==> src/rtl/systolic_pkg.sv <==
// Types and defaults shared between the skewed feeder and the systolic array it drives.
package systolic_pkg;

  typedef enum logic {
    IDLE   = 1'b0,
    STREAM = 1'b1
  } feeder_state_t;

  localparam int N_CH_DEFAULT  = 4;
  localparam int DEPTH_DEFAULT = 7;
  localparam int DW_DEFAULT    = 8;

  // Beat counter must reach DEPTH+N_CH-2; never narrower than one bit.
  function automatic int cnt_width(input int depth, input int n_ch);
    return (depth + n_ch - 1 > 1) ? $clog2(depth + n_ch - 1) : 1;
  endfunction

endpackage

==> src/rtl/skewed_feeder_if.sv <==
// Tile-load handshake and skewed stream outputs of the feeder, bundled for port use.
interface skewed_feeder_if
  import systolic_pkg::*;
#(
  parameter int N_CH  = N_CH_DEFAULT,
  parameter int DEPTH = DEPTH_DEFAULT,
  parameter int DW    = DW_DEFAULT
);

  logic                        load_valid;
  logic                        load_ready;
  logic [N_CH*DEPTH*DW-1:0]    load_data;
  logic                        advance;
  logic signed [N_CH*DW-1:0]   data_out;
  logic [N_CH-1:0]             out_valid;
  logic                        busy;
  logic                        done;

  modport master (
    output load_valid, load_data, advance,
    input  load_ready, data_out, out_valid, busy, done
  );

  modport slave (
    input  load_valid, load_data, advance,
    output load_ready, data_out, out_valid, busy, done
  );

endinterface

==> src/rtl/feeder_lane.sv <==
// One channel of the feeder: holds the active tile row and emits element cnt-R
// while that index lies inside the row, zero otherwise.
module feeder_lane
  import systolic_pkg::*;
#(
  parameter int R     = 0,
  parameter int DEPTH = DEPTH_DEFAULT,
  parameter int DW    = DW_DEFAULT,
  parameter int CW    = 4
) (
  input  logic                clk,
  input  logic                reset,
  input  logic                load_i,
  input  logic [DEPTH*DW-1:0] tile_i,
  input  logic                stream_i,
  input  logic [CW-1:0]       cnt_i,
  output logic [DW-1:0]       data_o,
  output logic                valid_o
);

  localparam int KW = (DEPTH > 1) ? $clog2(DEPTH) : 1;

  logic [DW-1:0] active_q [DEPTH];
  int            k;

  always_ff @(posedge clk or posedge reset) begin
    if (reset) begin
      for (int i = 0; i < DEPTH; i++) active_q[i] <= '0;
    end else if (load_i) begin
      for (int i = 0; i < DEPTH; i++) active_q[i] <= tile_i[i*DW +: DW];
    end
  end

  // Output depends only on registered count/state/storage, never on inputs.
  always_comb begin
    data_o  = '0;
    valid_o = 1'b0;
    k       = int'(cnt_i) - R;
    if (stream_i && (k >= 0) && (k < DEPTH)) begin
      data_o  = active_q[k[KW-1:0]];
      valid_o = 1'b1;
    end
  end

endmodule

==> src/rtl/skewed_feeder.sv <==
// Double-buffered tile feeder: a shadow tile waits while the active tile streams
// out with channel r delayed by r beats; back-to-back tiles stream with no bubble.
module skewed_feeder
  import systolic_pkg::*;
#(
  parameter int N_CH  = N_CH_DEFAULT,
  parameter int DEPTH = DEPTH_DEFAULT,
  parameter int DW    = DW_DEFAULT
) (
  input  logic           clk,
  input  logic           reset,
  skewed_feeder_if.slave bus
);

  localparam int              CW     = cnt_width(DEPTH, N_CH);
  localparam int              LANE_W = DEPTH * DW;
  localparam int              TILE_W = N_CH * LANE_W;
  localparam logic [CW-1:0]   LAST   = CW'(DEPTH + N_CH - 2);

  feeder_state_t     state_q, state_d;
  logic [CW-1:0]     cnt_q, cnt_d;
  logic [TILE_W-1:0] shadow_q;
  logic              shadow_full_q, shadow_full_d;
  logic              accept, xfer, done_c, stream;
  logic [N_CH*DW-1:0] data_w;
  logic [N_CH-1:0]    valid_w;

  assign accept = bus.load_valid && !shadow_full_q;
  assign stream = (state_q == STREAM);

  always_comb begin
    state_d = state_q;
    cnt_d   = cnt_q;
    xfer    = 1'b0;
    done_c  = 1'b0;
    unique case (state_q)
      IDLE: begin
        if (shadow_full_q) begin
          xfer    = 1'b1;
          cnt_d   = '0;
          state_d = STREAM;
        end
      end
      STREAM: begin
        if (bus.advance) begin
          if (cnt_q == LAST) begin
            done_c = 1'b1;
            cnt_d  = '0;
            // A pending tile takes over on the same edge, so streaming never gaps.
            if (shadow_full_q) xfer = 1'b1;
            else               state_d = IDLE;
          end else begin
            cnt_d = cnt_q + 1'b1;
          end
        end
      end
      default: state_d = IDLE;
    endcase
    // Transfer and accept are exclusive: accept needs an empty shadow, transfer a full one.
    shadow_full_d = xfer ? 1'b0 : (accept ? 1'b1 : shadow_full_q);
  end

  always_ff @(posedge clk or posedge reset) begin
    if (reset) begin
      state_q       <= IDLE;
      cnt_q         <= '0;
      shadow_q      <= '0;
      shadow_full_q <= 1'b0;
    end else begin
      state_q       <= state_d;
      cnt_q         <= cnt_d;
      shadow_full_q <= shadow_full_d;
      if (accept) shadow_q <= bus.load_data;
    end
  end

  generate
    for (genvar gi = 0; gi < N_CH; gi++) begin : g_lane
      feeder_lane #(
        .R     (gi),
        .DEPTH (DEPTH),
        .DW    (DW),
        .CW    (CW)
      ) u_lane (
        .clk      (clk),
        .reset    (reset),
        .load_i   (xfer),
        .tile_i   (shadow_q[gi*LANE_W +: LANE_W]),
        .stream_i (stream),
        .cnt_i    (cnt_q),
        .data_o   (data_w[gi*DW +: DW]),
        .valid_o  (valid_w[gi])
      );
    end
  endgenerate

  assign bus.load_ready = !shadow_full_q;
  assign bus.data_out   = data_w;
  assign bus.out_valid  = valid_w;
  assign bus.busy       = stream;
  assign bus.done       = done_c;

endmodule

==> src/flat_wrapper.sv <==
// flat-port wrapper written by rule: the top's interface ports become plain ports
module skewed_feeder_flat import systolic_pkg::*;
#(
  parameter int N_CH  = N_CH_DEFAULT,
  parameter int DEPTH = DEPTH_DEFAULT,
  parameter int DW    = DW_DEFAULT
)
  (clk, reset, bus_load_valid, bus_load_data, bus_advance, bus_load_ready, bus_data_out, bus_out_valid, bus_busy, bus_done);
  skewed_feeder_if #(.N_CH(N_CH), .DEPTH(DEPTH), .DW(DW)) bus_i ();
  input  logic clk;
  input  logic reset;
  input wire logic [$bits(bus_i.load_valid)-1:0] bus_load_valid;
  input wire logic [$bits(bus_i.load_data)-1:0] bus_load_data;
  input wire logic [$bits(bus_i.advance)-1:0] bus_advance;
  output wire logic [$bits(bus_i.load_ready)-1:0] bus_load_ready;
  output wire logic [$bits(bus_i.data_out)-1:0] bus_data_out;
  output wire logic [$bits(bus_i.out_valid)-1:0] bus_out_valid;
  output wire logic [$bits(bus_i.busy)-1:0] bus_busy;
  output wire logic [$bits(bus_i.done)-1:0] bus_done;
  assign bus_i.load_valid = bus_load_valid;
  assign bus_i.load_data = bus_load_data;
  assign bus_i.advance = bus_advance;
  assign bus_load_ready = bus_i.load_ready;
  assign bus_data_out = bus_i.data_out;
  assign bus_out_valid = bus_i.out_valid;
  assign bus_busy = bus_i.busy;
  assign bus_done = bus_i.done;
  skewed_feeder #(.N_CH(N_CH), .DEPTH(DEPTH), .DW(DW)) u_core (.clk(clk), .reset(reset), .bus(bus_i));
endmodule
==> config.mk <==
export PLATFORM = sky130hd
export DESIGN_NAME = skewed_feeder_flat
export DESIGN_NICKNAME = d
export VERILOG_FILES = /design/src/rtl/systolic_pkg.sv /design/src/rtl/skewed_feeder_if.sv /design/src/rtl/feeder_lane.sv /design/src/rtl/skewed_feeder.sv /design/src/flat_wrapper.sv
export SDC_FILE = /design/constraint.sdc
export NUM_CORES = 1
export LEC_CHECK = 0
export BUFFER_PORTS_ARGS = -buffer_cell sky130_fd_sc_hd__buf_4
export CELL_PAD_IN_SITES_DETAIL_PLACEMENT = 0
export CELL_PAD_IN_SITES_GLOBAL_PLACEMENT = 2
export CORE_ASPECT_RATIO = 0.75
export CORE_MARGIN = 8
export CORE_UTILIZATION = 42
export CTS_BUF_LIST = sky130_fd_sc_hd__clkbuf_4 sky130_fd_sc_hd__clkbuf_8 sky130_fd_sc_hd__clkbuf_16
export CTS_CLUSTER_SIZE = 16
export DETAILED_ROUTE_END_ITERATION = 12
export GPL_TIMING_DRIVEN = 0
export PLACE_DENSITY_LB_ADDON = 0.3
export SLEW_MARGIN = 20
export SYNTH_ARGS = -nofsm -noshare
export SYNTH_HDL_FRONTEND = slang
export SYNTH_HIERARCHICAL = 1
export SYNTH_SLANG_ARGS = --single-unit
==> constraint.sdc <==
create_clock -name clk -period 8.7 [get_ports clk]
set_input_delay 1.74 -clock clk [delete_from_list [all_inputs] [get_ports clk]]
set_output_delay 1.74 -clock clk [all_outputs]
set_load 0.005 [all_outputs]
==> results of run 1 <==
## worst reg2reg max path, stage by stage (launching register included)
cell	delay [ns]
sky130_fd_sc_hd__dfrtp_1	0.69
sky130_fd_sc_hd__ha_1	0.26
sky130_fd_sc_hd__nand3b_1	0.16
sky130_fd_sc_hd__o21ai_0	0.33
sky130_fd_sc_hd__and2_1	0.46
sky130_fd_sc_hd__clkbuf_1	0.51
sky130_fd_sc_hd__buf_2	0.43
sky130_fd_sc_hd__mux2_2	0.38
## per-stage QoR
step | utilization, % | setup slack [ns] | hold slack, ns | setup TNS (ns) | power (W)
2_1_floorplan | - | 0.655 | 0.449 | 0 | 0.00635
3_3_place_gp | 48.1 | -2.70 | 0.468 | -611.04 | 0.00749
3_5_place_dp | 48.5 | 3.82 | 0.476 | 0 | 0.00759
4_1_cts | 51.7 | 3.18 | 0.490 | 0 | 0.00963
5_1_grt | 51.7 | 3.08 | 0.507 | 0 | 0.0101
6_report | 51.7 | 3.39 | 0.487 | 0 | 0.00952
## registers in the layout, indices dropped and copies added (netlist names)
register                       count
u_core/g_lane.u_lane/active_q    224
u_core/shadow_q                  224
u_core/cnt_q                       4
u_core/shadow_full_q               1
u_core/bus.busy                    1
## per-layer routing
layer	GRT usage, %	up-vias	routed length (um)
li1	-	5236	-
met2	27.6	192	22400
met4	3.78	2	931
met1	27.5	5969	24700
met3	3.31	64	2030
met5	0	-	13
## cells by family (layout without fill, tap and decap cells)
logic type / after synthesis / in the layout
AO/OA/AOI/OAI: 98 / 98
XOR/XNOR: 2 / 2
adder cells (fa/ha/maj): 6 / 6
buffers and inverters: 101 / 451
flip-flops: 454 / 454
multiplexers: 512 / 512
AND/OR/NAND/NOR: 93 / 93
## power by group through the flow
stage	Clock, W	Combinational [W]	Sequential [W]
final	0.00199	0.00367	0.00387
after global routing	0.00213	0.00396	0.00401
after CTS	0.00204	0.00371	0.00388
after detailed placement	0	0.00369	0.00390
after global placement	0	0.00361	0.00388
after floorplan	0	0.00276	0.00359
## final cells by class
class	count	area [um2]
Buffer	78	612
Clock buffer	73	1470
Clock inverter	6	58.8
Fill cell	4034	22700
Inverter	23	104
Multi-Input combinational cell	711	7790
Sequential cell	454	11400
Tap cell	639	800
Timing Repair Buffer	271	2130
## cell usage in the layout (no fill, tap or decap), types with 13 or more instances in the layout
cell,count
sky130_fd_sc_hd__dfrtp_1,454
sky130_fd_sc_hd__mux2_2,281
sky130_fd_sc_hd__buf_4,269
sky130_fd_sc_hd__mux2_4,149
sky130_fd_sc_hd__clkbuf_16,47
sky130_fd_sc_hd__mux2i_1,47
sky130_fd_sc_hd__buf_2,37
sky130_fd_sc_hd__o21ai_0,28
sky130_fd_sc_hd__nor2_1,24
sky130_fd_sc_hd__nand2_1,20
sky130_fd_sc_hd__and3_1,19
sky130_fd_sc_hd__mux2_1,19
sky130_fd_sc_hd__inv_1,17
sky130_fd_sc_hd__buf_6,16
sky130_fd_sc_hd__a22oi_1,16
sky130_fd_sc_hd__clkbuf_8,15
sky130_fd_sc_hd__a31oi_1,15
sky130_fd_sc_hd__mux4_1,13
## path summary, 6_finish.rpt
path / to / start / slack (ns)
max in group asynchronous: u_core/shadow_q[92] / reset / 6.20
min in group asynchronous: u_core/shadow_q[5] / reset / 1.26
worst max register to register: u_core/g_lane[3].u_lane/active_q[45] / u_core/cnt_q[0] / 5.37
worst max-delay path: bus_data_out[23] / u_core/cnt_q[1] / 3.39
worst min-delay path: u_core/g_lane[3].u_lane/active_q[32] / u_core/g_lane[3].u_lane/active_q[32] / 0.49
worst min register to register: u_core/g_lane[3].u_lane/active_q[32] / u_core/g_lane[3].u_lane/active_q[32] / 0.49
## Yosys cell counts, types with 2 or more instances
cell type,instances,area [um2]
sky130_fd_sc_hd__mux2_2,281,3160
sky130_fd_sc_hd__nor2_1,24,90.1
sky130_fd_sc_hd__buf_2,37,185
sky130_fd_sc_hd__and3_1,19,119
sky130_fd_sc_hd__o211ai_1,8,60.1
sky130_fd_sc_hd__mux2i_1,47,470
sky130_fd_sc_hd__buf_8,11,165
sky130_fd_sc_hd__mux4_1,13,342
sky130_fd_sc_hd__nand2_1,20,75.1
sky130_fd_sc_hd__inv_1,22,82.6
sky130_fd_sc_hd__dfrtp_1,454,11400
sky130_fd_sc_hd__o211a_1,8,80.1
sky130_fd_sc_hd__buf_6,16,180
sky130_fd_sc_hd__nand4_1,2,12.5
sky130_fd_sc_hd__clkbuf_1,7,26.3
sky130_fd_sc_hd__buf_1,2,7.51
sky130_fd_sc_hd__a31oi_1,15,93.8
sky130_fd_sc_hd__buf_4,3,22.5
sky130_fd_sc_hd__nand3_1,10,50.1
sky130_fd_sc_hd__mux4_2,3,67.6
sky130_fd_sc_hd__nor4b_1,6,52.6
sky130_fd_sc_hd__mux2_4,149,2240
sky130_fd_sc_hd__o31ai_1,3,22.5
sky130_fd_sc_hd__o21ai_0,28,140
sky130_fd_sc_hd__ha_1,6,75.1
sky130_fd_sc_hd__nor2b_1,2,12.5
sky130_fd_sc_hd__mux2_1,19,214
sky130_fd_sc_hd__a22oi_1,16,120
sky130_fd_sc_hd__and2_1,2,12.5
sky130_fd_sc_hd__o221ai_1,8,70.1
==> impl_metrics.tcl, run 1 <==
set metrics [dict create \
    status "complete, no violations" \
    netSwitchingFraction_pct 31.6 \
    worst_pin_slew_ns 0.830 \
    area_of_the_core_region_um2 47100 \
    drt_first_pass_iters 4 \
    switching_power_w 0.00301 \
    vdd_drop_max_uv 188 \
    power_frac_clock_pct 20.9 \
    syn2layout_area_growth_pct 22.5 \
    synth.ff_latch_count 454 \
    detail_route.iter0.violations 505 \
    cp_cell_sequence "buf_2 > clkinv_1 > ha_1 > buf_2 > buf_6 > mux2i_1 > o21ai_0 > nor4b_1 > buf_4" \
    worstSetupStartpointType "flop" \
    largest_family_of_logic_cells_by_synthesized_area "multiplexers" \
    synth_compound_area_share_pct 3.59 \
    synth-adder-area-share_pct 0.378 \
    vias 11500 \
    worst_ep_required_time_ns 6.96 \
    final-instance-count-excl-fill 2255 \
    internal_power_w 0.00652 \
    synth_warnings 6 \
    grt_pass1_wl_um 78100 \
    critPathSlowestCell "sky130_fd_sc_hd__dfrtp_1" \
    seqPwrFrac_pct 40.6 \
    die-height_um 204 \
    cts.sinks 454 \
    tritoncts "built" \
    worstHoldPathType "flop to flop" \
    nNetsFinal 1819 \
    comb_power_share_pct 38.5 \
    route.detailed.vias_per_inst 5.08 \
    period_needed_ns 5.31 \
    drive_gt1_share_pct 53.7 \
    parity_gate_share_of_the_synthesized_area_counting_xor_and_xnor_cells_pct 0.126 \
    root_buffer "sky130_fd_sc_hd__clkbuf_16" \
    starting_density_pct 42.2 \
    slowest_delay_ns 0.66 \
    drv_slew 0 \
    cell_depth_of_the_worst_min_delay_path 1 \
    count_of_unresolved_drc_violations_after_routing 0 \
    antenna_violating_nets_post_route 0 \
    synthesis.instances 1266 \
    cp_num_buf_inv 5 \
    holdBufCountCts 0 \
    gpl.final_weighted_congestion 0.777 \
    h-tree-depth 2 \
    core.rowCount 69 \
    pin_count 267 \
    dp_wirelength_um 35800 \
    synth_flop_cell "sky130_fd_sc_hd__dfrtp_1" \
    max_slew_margin_pct 44.6 \
    setup_violations 0 \
    synth-edff-count 0 \
    cts_max_path_buffers 3 \
    grt_max_degree 96 \
    timing.fmax_mhz 188 \
    io_buffers 266 \
    grt_setup_unrepaired "no" \
    clock_insertion_delay_worst_skew_ns 0.55 \
    cts_made_buffers 46 \
    cp-end-kind "output pin" \
    worstPathArrival_ns 3.57 \
    clock-skew-final_ns 0.0147 \
    numPlacedInstances 2176 \
    yosysUniqueCellTypes 55 \
    mappedNetlistNets 1500 \
    syn_area_per_cell_um2 15.7 \
    die_w_um 267 \
    number_of_global_route_vias_before_repair 12600 \
    grt_antenna_before_repair 1 \
    gr-usage-all-layers_pct 18.3 \
    area_after_dpl_um2 22800 \
    post_cts_resize_count 0 \
    wl_per_cell_um 22.2 \
    overflow 0 \
    synth_simple_gate_area_share_pct 2.44 \
    detail_route.wirelength_um 50100 \
    hold_viol 0 \
    leakagePower_nw 11.2 \
    critical_path_depth 9 \
    cts_post_setup_buffers_inserted 0 \
    seq_area_frac_synth_pct 57.2 \
    yosys-mux-area-fraction_pct 32.7 \
    post_synth_instance_area_um2 19900 \
    critical_path.top_delay_family "buffers and inverters" \
    clkTransAtPathRegs_ns 0.06 \
    power_density_nw_per_um2 391 \
    design.die.area_um2 54600 \
    design_area_um2 24300 \
    setup.worst_path.class "flop to output pin" \
    final_min_period_over_clock_period_pct 61.1 \
    async_reset_ff_share_pct 100 \
    r2r_cells 7 \
    diodes 0 \
    cp_common_cell "sky130_fd_sc_hd__buf_2" \
    worst-path-max-fanout 11 \
    maxCapViolations 0 \
]
(Power assumes the default switching activity.)
==> run 2: changes to the inputs <==
--- a/config.mk
+++ b/config.mk
@@ -5,12 +5,13 @@
 export SDC_FILE = /design/constraint.sdc
 export NUM_CORES = 1
 export LEC_CHECK = 0
+export ABC_AREA = 1
 export BUFFER_PORTS_ARGS = -buffer_cell sky130_fd_sc_hd__buf_4
 export CELL_PAD_IN_SITES_DETAIL_PLACEMENT = 0
 export CELL_PAD_IN_SITES_GLOBAL_PLACEMENT = 2
 export CORE_ASPECT_RATIO = 0.75
 export CORE_MARGIN = 8
-export CORE_UTILIZATION = 42
+export CORE_UTILIZATION = 36
 export CTS_BUF_LIST = sky130_fd_sc_hd__clkbuf_4 sky130_fd_sc_hd__clkbuf_8 sky130_fd_sc_hd__clkbuf_16
 export CTS_CLUSTER_SIZE = 16
 export DETAILED_ROUTE_END_ITERATION = 12
==> constraint.sdc (replaced) <==
create_clock -name clk -period 5.2 [get_ports clk]
set_input_delay 1.04 -clock clk [delete_from_list [all_inputs] [get_ports clk]]
set_output_delay 1.04 -clock clk [all_outputs]
set_load 0.005 [all_outputs]
==> impl_metrics.tcl, run 2 <==
set metrics [dict create \
    hold_viol 0 \
    rr_endpoint "u_core/g_lane[0].u_lane/active_q[21]" \
    pin_count 267 \
    cts_max_path_buffers 3 \
    overflow 0 \
    mappedNetlistNets 2479 \
    fillCellCount 5523 \
    status "complete, no violations" \
    tritoncts "built" \
    gr-usage-all-layers_pct 17.4 \
    worstHoldPathType "flop to flop" \
    grt_pass1_wl_um 91000 \
    setup.worst_path.class "flop to output pin" \
    vias 15400 \
    die_w_um 290 \
    syn2layout_area_growth_pct 22.8 \
    r2r_cells 6 \
    root_buffer "sky130_fd_sc_hd__clkbuf_16" \
    synth_top_cells_by_count "sky130_fd_sc_hd__nand2_1 (1083), sky130_fd_sc_hd__dfrtp_1 (454), sky130_fd_sc_hd__mux2_2 (120), sky130_fd_sc_hd__nand3_1 (95), sky130_fd_sc_hd__inv_1 (94)" \
    post_cts_resize_count 0 \
    worst_pin_slew_ns 0.975 \
    drt_first_pass_iters 7 \
    critical_path.top_delay_family "buffers and inverters" \
    grt_max_degree 57 \
    cts_post_setup_buffers_inserted 0 \
    grt_antenna_before_repair 0 \
    synth-edff-count 0 \
    biggestRegsByFlops "u_core/g_lane.u_lane/active_q x224, u_core/shadow_q x224, u_core/cnt_q x4" \
    area_of_the_core_region_um2 55800 \
    synth.ff_latch_count 454 \
    post_synth_instance_area_um2 20300 \
    cp-end-kind "output pin" \
    drive_gt1_share_pct 25.6 \
    count_of_unresolved_drc_violations_after_routing 0 \
    design.die.area_um2 64400 \
    final-instance-count-excl-fill 3331 \
    final_critical_path_setup_slack_ns 1.20 \
    synthesis.instances 2245 \
    async_reset_ff_share_pct 100 \
    min_from "u_core/shadow_q[33]" \
    most_frequent_cell_after_synthesis "sky130_fd_sc_hd__nand2_1" \
    core.rowCount 75 \
    min_delay_worst_endpoint "u_core/shadow_q[33]" \
    cts_made_buffers 47 \
    dp_wirelength_um 42200 \
    synth.area.top_cells "sky130_fd_sc_hd__dfrtp_1 (56%), sky130_fd_sc_hd__nand2_1 (20%), sky130_fd_sc_hd__mux2_2 (6.7%), sky130_fd_sc_hd__nand3_1 (2.3%), sky130_fd_sc_hd__mux2_4 (2.2%)" \
    seq_area_frac_synth_pct 55.9 \
    gpl.final_weighted_congestion 0.801 \
    holdBufCountCts 0 \
    grt_setup_unrepaired "no" \
    setup_violations 0 \
    layout_commonest_cell "sky130_fd_sc_hd__nand2_1" \
    nNetsFinal 2802 \
    synth_top_area_cell "sky130_fd_sc_hd__dfrtp_1" \
    clock-skew-final_ns 0.0123 \
    io_buffers 266 \
    pre_cts_slack_ns 1.73 \
    vdd_drop_max_uv 236 \
    maxCapViolations 0 \
    cts.sinks 454 \
    diodes 0 \
    detail_route.wirelength_um 56400 \
    slowest_delay_ns 0.69 \
    critPathSlowestCell "sky130_fd_sc_hd__dfrtp_1" \
    worst_ep_required_time_ns 4.16 \
    worst-path-max-fanout 11 \
    worstSetupStartpointType "flop" \
    antenna_violating_nets_post_route 0 \
    yosysUniqueCellTypes 34 \
    clkTransAtPathRegs_ns 0.06 \
    cp_common_cell "sky130_fd_sc_hd__nand2_1" \
    cp_num_buf_inv 7 \
    r2r_slack_ns 2.17 \
    number_of_global_route_vias_before_repair 16200 \
    syn_area_per_cell_um2 9.05 \
    starting_density_pct 36.4 \
    die-height_um 222 \
    critical_path_depth 13 \
    synth_warnings 6 \
    period_needed_ns 4.00 \
    timing.fmax_mhz 250 \
    numPlacedInstances 3250 \
    clock_insertion_delay_worst_skew_ns 0.57 \
    final_cell_mix "sky130_fd_sc_hd__nand2_1 (1083), sky130_fd_sc_hd__dfrtp_1 (454), sky130_fd_sc_hd__buf_4 (284)" \
    power_density_nw_per_um2 577 \
    detail_route.iter0.violations 855 \
    yosysTopAreaCellShare_pct 55.9 \
    final_min_period_over_clock_period_pct 77.0 \
    drv_slew 0 \
    max_slew_margin_pct 35.0 \
    worstPathArrival_ns 2.96 \
    cell_depth_of_the_worst_min_delay_path 2 \
    wl_per_cell_um 16.9 \
    worst_r2r_startpoint "u_core/cnt_q[0]" \
    route.detailed.vias_per_inst 4.62 \
    synth_flop_cell "sky130_fd_sc_hd__dfrtp_1" \
    h-tree-depth 2 \
    cp_cell_sequence "buf_6 > inv_8 > buf_12 > ha_1 > buf_4 > inv_2 > buf_6 > nand2_1 > nand2_1 > nand2_1 > nand2_1 > nor2_1 > buf_4" \
    leakagePower_nw 13.2 \
]
## run 2: cell count changes after synthesis, sizes merged, moves of 19 or more
cell,before,now
mux2,449,160
nand3,10,101
o21ai,29,82
and3,19,0
mux2i,47,0
inv,22,109
buf,70,104
nand2,21,1110
nor2,25,88
## run 2: stage by stage
stage	util, %	hold slack, ns	area [um2]	setup TNS [ns]	power, W
after global placement	41.6	0.460	23200	-99.55	0.0111
after global routing	44.7	0.496	24900	0	0.0156
after floorplan	-	0.443	20300	0	0.00920
final	44.7	0.476	24900	0	0.0144
after CTS	44.7	0.480	24900	0	0.0146
after detailed placement	41.9	0.464	23400	0	0.0112
## run 2: cells by family after synthesis
group	count (synthesis)	share of synthesized area [%]
and+or+nand+nor	1302	25.4
DFF	454	55.9
buffers and inverters	233	6.56
muxes	160	9.43
AOI/OAI and AO/OA	89	2.28
adders and majority gates	6	0.370
xor gates and xnor gates	1	0.0431
## run 2: worst register-to-register path, stage by stage (launching register included)
cell and delay (ns):
sky130_fd_sc_hd__dfrtp_1 0.69, sky130_fd_sc_hd__ha_1 0.28, sky130_fd_sc_hd__nand4_1 0.14, sky130_fd_sc_hd__a21oi_1 0.80, sky130_fd_sc_hd__buf_2 0.33, sky130_fd_sc_hd__buf_2 0.29
sky130_fd_sc_hd__mux2_2 0.37
## run 2: worst max-delay path by stage
stage / from / to / slack, ns
3_5_place_dp: u_core/cnt_q[0] / bus_data_out[13] / 1.73
4_1_cts: u_core/cnt_q[0] / bus_data_out[13] / 1.09
5_1_grt: u_core/cnt_q[0] / bus_data_out[13] / 0.95
3_3_place_gp: reset / u_core/shadow_q[24] / -0.48
6_report: u_core/cnt_q[0] / bus_data_out[13] / 1.20
2_1_floorplan: reset / u_core/bus.busy / 1.15
## run 2: final cells by class
| class | count | area, um2 | share of cell area [%] |
|---|---|---|---|
| buffer | 118 | 868 | 3.48 |
| sequential | 454 | 11400 | 45.6 |
| clock buffer | 68 | 1410 | 5.64 |
| tap | 731 | 915 | 3.67 |
| multi-input combinational | 1558 | 7620 | 30.5 |
| timing repair buffer | 274 | 2170 | 8.71 |
| inverter | 115 | 478 | 1.92 |
| clock inverter | 13 | 120 | 0.482 |
## run 2: report_power, final
group | leakage [nW] | total (W) | switching (W) | internal (W)
clock network | 0.771 | 0.00335 | 0.00138 | 0.00197
registers | 5.82 | 0.00588 | 0.000907 | 0.00498
logic | 6.59 | 0.00517 | 0.00294 | 0.00223
total | 13.2 | 0.0144 | 0.00522 | 0.00918
## run 2: layer usage
metal | up-vias | global-route usage, % | wire [um]
met5 | - | 0 | 0
met1 | 7411 | 25.6 | 28500
met2 | 287 | 26.5 | 24600
li1 | 7636 | - | -
met4 | 0 | 3.87 | 991
met3 | 64 | 3.11 | 2430
==> run 3: changes to the inputs <==
--- a/config.mk
+++ b/config.mk
@@ -11,7 +11,7 @@
 export CELL_PAD_IN_SITES_GLOBAL_PLACEMENT = 2
 export CORE_ASPECT_RATIO = 0.75
 export CORE_MARGIN = 8
-export CORE_UTILIZATION = 36
+export CORE_UTILIZATION = 32
 export CTS_BUF_LIST = sky130_fd_sc_hd__clkbuf_4 sky130_fd_sc_hd__clkbuf_8 sky130_fd_sc_hd__clkbuf_16
 export CTS_CLUSTER_SIZE = 16
 export DETAILED_ROUTE_END_ITERATION = 12
==> constraint.sdc (replaced) <==
create_clock -name clk -period 3.64 [get_ports clk]
set_input_delay 0.728 -clock clk [delete_from_list [all_inputs] [get_ports clk]]
set_output_delay 0.728 -clock clk [all_outputs]
set_load 0.005 [all_outputs]
==> impl_metrics.tcl, run 3 (synthesis gave the netlist of run 2 again) <==
set metrics [dict create \
    starting_density_pct 32.2 \
    route.detailed.vias_per_inst 4.45 \
    worstPathArrival_ns 2.72 \
    setup.worst_path.class "flop to output pin" \
    design.die.area_um2 71900 \
    regArea_um2 11400 \
    nNetsFinal 2806 \
    clkTransAtPathRegs_ns 0.07 \
    diodes 0 \
    maxCapViolations 0 \
    die_w_um 307 \
    drv_slew 0 \
    power_frac_clock_pct 24.3 \
    detail_route.iter0.violations 739 \
    core.rowCount 80 \
    area_of_the_core_region_um2 63200 \
    biggestRegsByFlops "u_core/g_lane.u_lane/active_q x224, u_core/shadow_q x224, u_core/cnt_q x4" \
    worst_ep_required_time_ns 2.91 \
    vdd_drop_max_uv 342 \
    detail_route.wirelength_um 58300 \
    drt_first_pass_iters 5 \
    root_buffer "sky130_fd_sc_hd__clkbuf_16" \
    vias 15400 \
    grt_pass1_wl_um 91800 \
    cts_max_path_buffers 3 \
    cts.sinks 454 \
    final_cell_mix "sky130_fd_sc_hd__nand2_1 (1083), sky130_fd_sc_hd__dfrtp_1 (451), sky130_fd_sc_hd__buf_4 (286)" \
    pin_count 267 \
    holdBufCountCts 0 \
    timing.fmax_mhz 290 \
    metal3_wl_um 2470 \
    setup_violations 0 \
    die-height_um 234 \
    seqPwrFrac_pct 40.1 \
    io_buffers 266 \
    number_of_global_route_vias_before_repair 16200 \
    antenna_violating_nets_post_route 0 \
    total_chip_power_w 0.0210 \
    multi_input_area_um2 7620 \
    clock-skew-final_ns 0.0100 \
    comb_power_share_pct 35.6 \
    grt_antenna_before_repair 3 \
    worst-path-max-fanout 10 \
    grt_max_degree 57 \
    switching_power_w 0.00755 \
    tritoncts "built" \
    clock_insertion_delay_worst_skew_ns 0.57 \
    h-tree-depth 2 \
    cp-end-kind "output pin" \
    overflow 0 \
    syn2layout_area_growth_pct 24.5 \
    netSwitchingFraction_pct 36.0 \
    power_density_nw_per_um2 829 \
    gr-usage-all-layers_pct 16.1 \
    design_area_um2 25300 \
    max_slew_margin_pct 38.4 \
    count_of_unresolved_drc_violations_after_routing 0 \
    drive_gt1_share_pct 25.9 \
    dp_wirelength_um 43400 \
    layout_commonest_cell "sky130_fd_sc_hd__nand2_1" \
    wl_per_cell_um 16.8 \
    internal_power_w 0.0134 \
    worstHoldPathType "primary input to asynchronous set/reset pin" \
    wl_met1_um 29700 \
    gpl.final_weighted_congestion 0.789 \
    hold_viol 0 \
    grt_setup_unrepaired "no" \
    status "complete, no violations" \
    worstSetupStartpointType "flop" \
    finalHoldWorstSlack_ns 0.213 \
    final_min_period_over_clock_period_pct 94.6 \
    period_needed_ns 3.44 \
    cts_made_buffers 47 \
    highest-signal-layer "met4" \
    leakagePower_nw 13.3 \
    fillCellCount 6374 \
    worst_pin_slew_ns 0.924 \
    area_after_dpl_um2 23600 \
    wl_met2_um 25100 \
]
[run 3: layer usage]
metal,track usage [%],vias up
li1,-,7637
met1,24.0,7419
met2,24.3,288
met3,2.82,71
met4,3.61,0
met5,0,-
[run 3: path summary, 6_finish.rpt]
check | from | slack [ns] | end | cells after the start
worst max-delay path | u_core/cnt_q[1] | 0.20 | bus_data_out[17] | 10
worst min-delay path | reset | 0.21 | u_core/g_lane[3].u_lane/active_q[29] | 2
worst max register to register | u_core/cnt_q[3] | 0.70 | u_core/g_lane[2].u_lane/active_q[1] | 5
worst min register to register | u_core/shadow_q[186] | 0.47 | u_core/shadow_q[186] | 2
max in group asynchronous | reset | 2.44 | u_core/shadow_q[68] | 4
min in group clk | bus_load_data[200] | 0.34 | u_core/shadow_q[200] | 3
[run 3: metrics by stage]
step | utilization, % | TNS, ns | worst slack [ns] | instances
after floorplan | - | -22.07 | -0.0960 | 2245
after global placement | 37.0 | -403.03 | -1.80 | 3372
after detailed placement | 37.4 | 0 | 0.386 | 3382
after CTS | 40.0 | 0 | 0.00912 | 3465
after global routing | 40.0 | 0 | 0.0112 | 3467
final | 40.0 | 0 | 0.196 | 3467
[run 3: power groups by stage]
stage                     clock, W  sequential [W]  combinational [W]
after floorplan                  0         0.00792            0.00522
after global placement           0         0.00847            0.00742
after detailed placement         0         0.00849            0.00754
after CTS                  0.00528         0.00843            0.00759
after global routing       0.00548         0.00865            0.00851
final                      0.00510         0.00839            0.00746
[run 3: timing repair]
action,4_1_cts,5_1_grt
buffers inserted,0,2
cloned,0,0
endpoints found under the setup margin,17,11
resized for setup,5,1
[run 3: critical path, cell delays in order, from the launching register on]
cell                      delay [ns]
sky130_fd_sc_hd__dfrtp_4        0.55
sky130_fd_sc_hd__buf_6          0.20
sky130_fd_sc_hd__inv_6          0.07
sky130_fd_sc_hd__ha_1           0.30
sky130_fd_sc_hd__buf_6          0.15
sky130_fd_sc_hd__buf_2          0.23
sky130_fd_sc_hd__nand3_1        0.16
sky130_fd_sc_hd__nand2_1        0.10
sky130_fd_sc_hd__nand2_1        0.06
sky130_fd_sc_hd__nor2_1         0.18
sky130_fd_sc_hd__buf_4          0.15
[run 3: area by class of cell]
class                   count  area share, %
inverters                 115           1.89
clock inverters            15          0.802
repair buffers            278           8.81
flip-flops and latches    454           45.0
well taps                 861           4.26
clock buffers              68           5.69
multi-input cells        1558           30.1
plain buffers             118           3.45
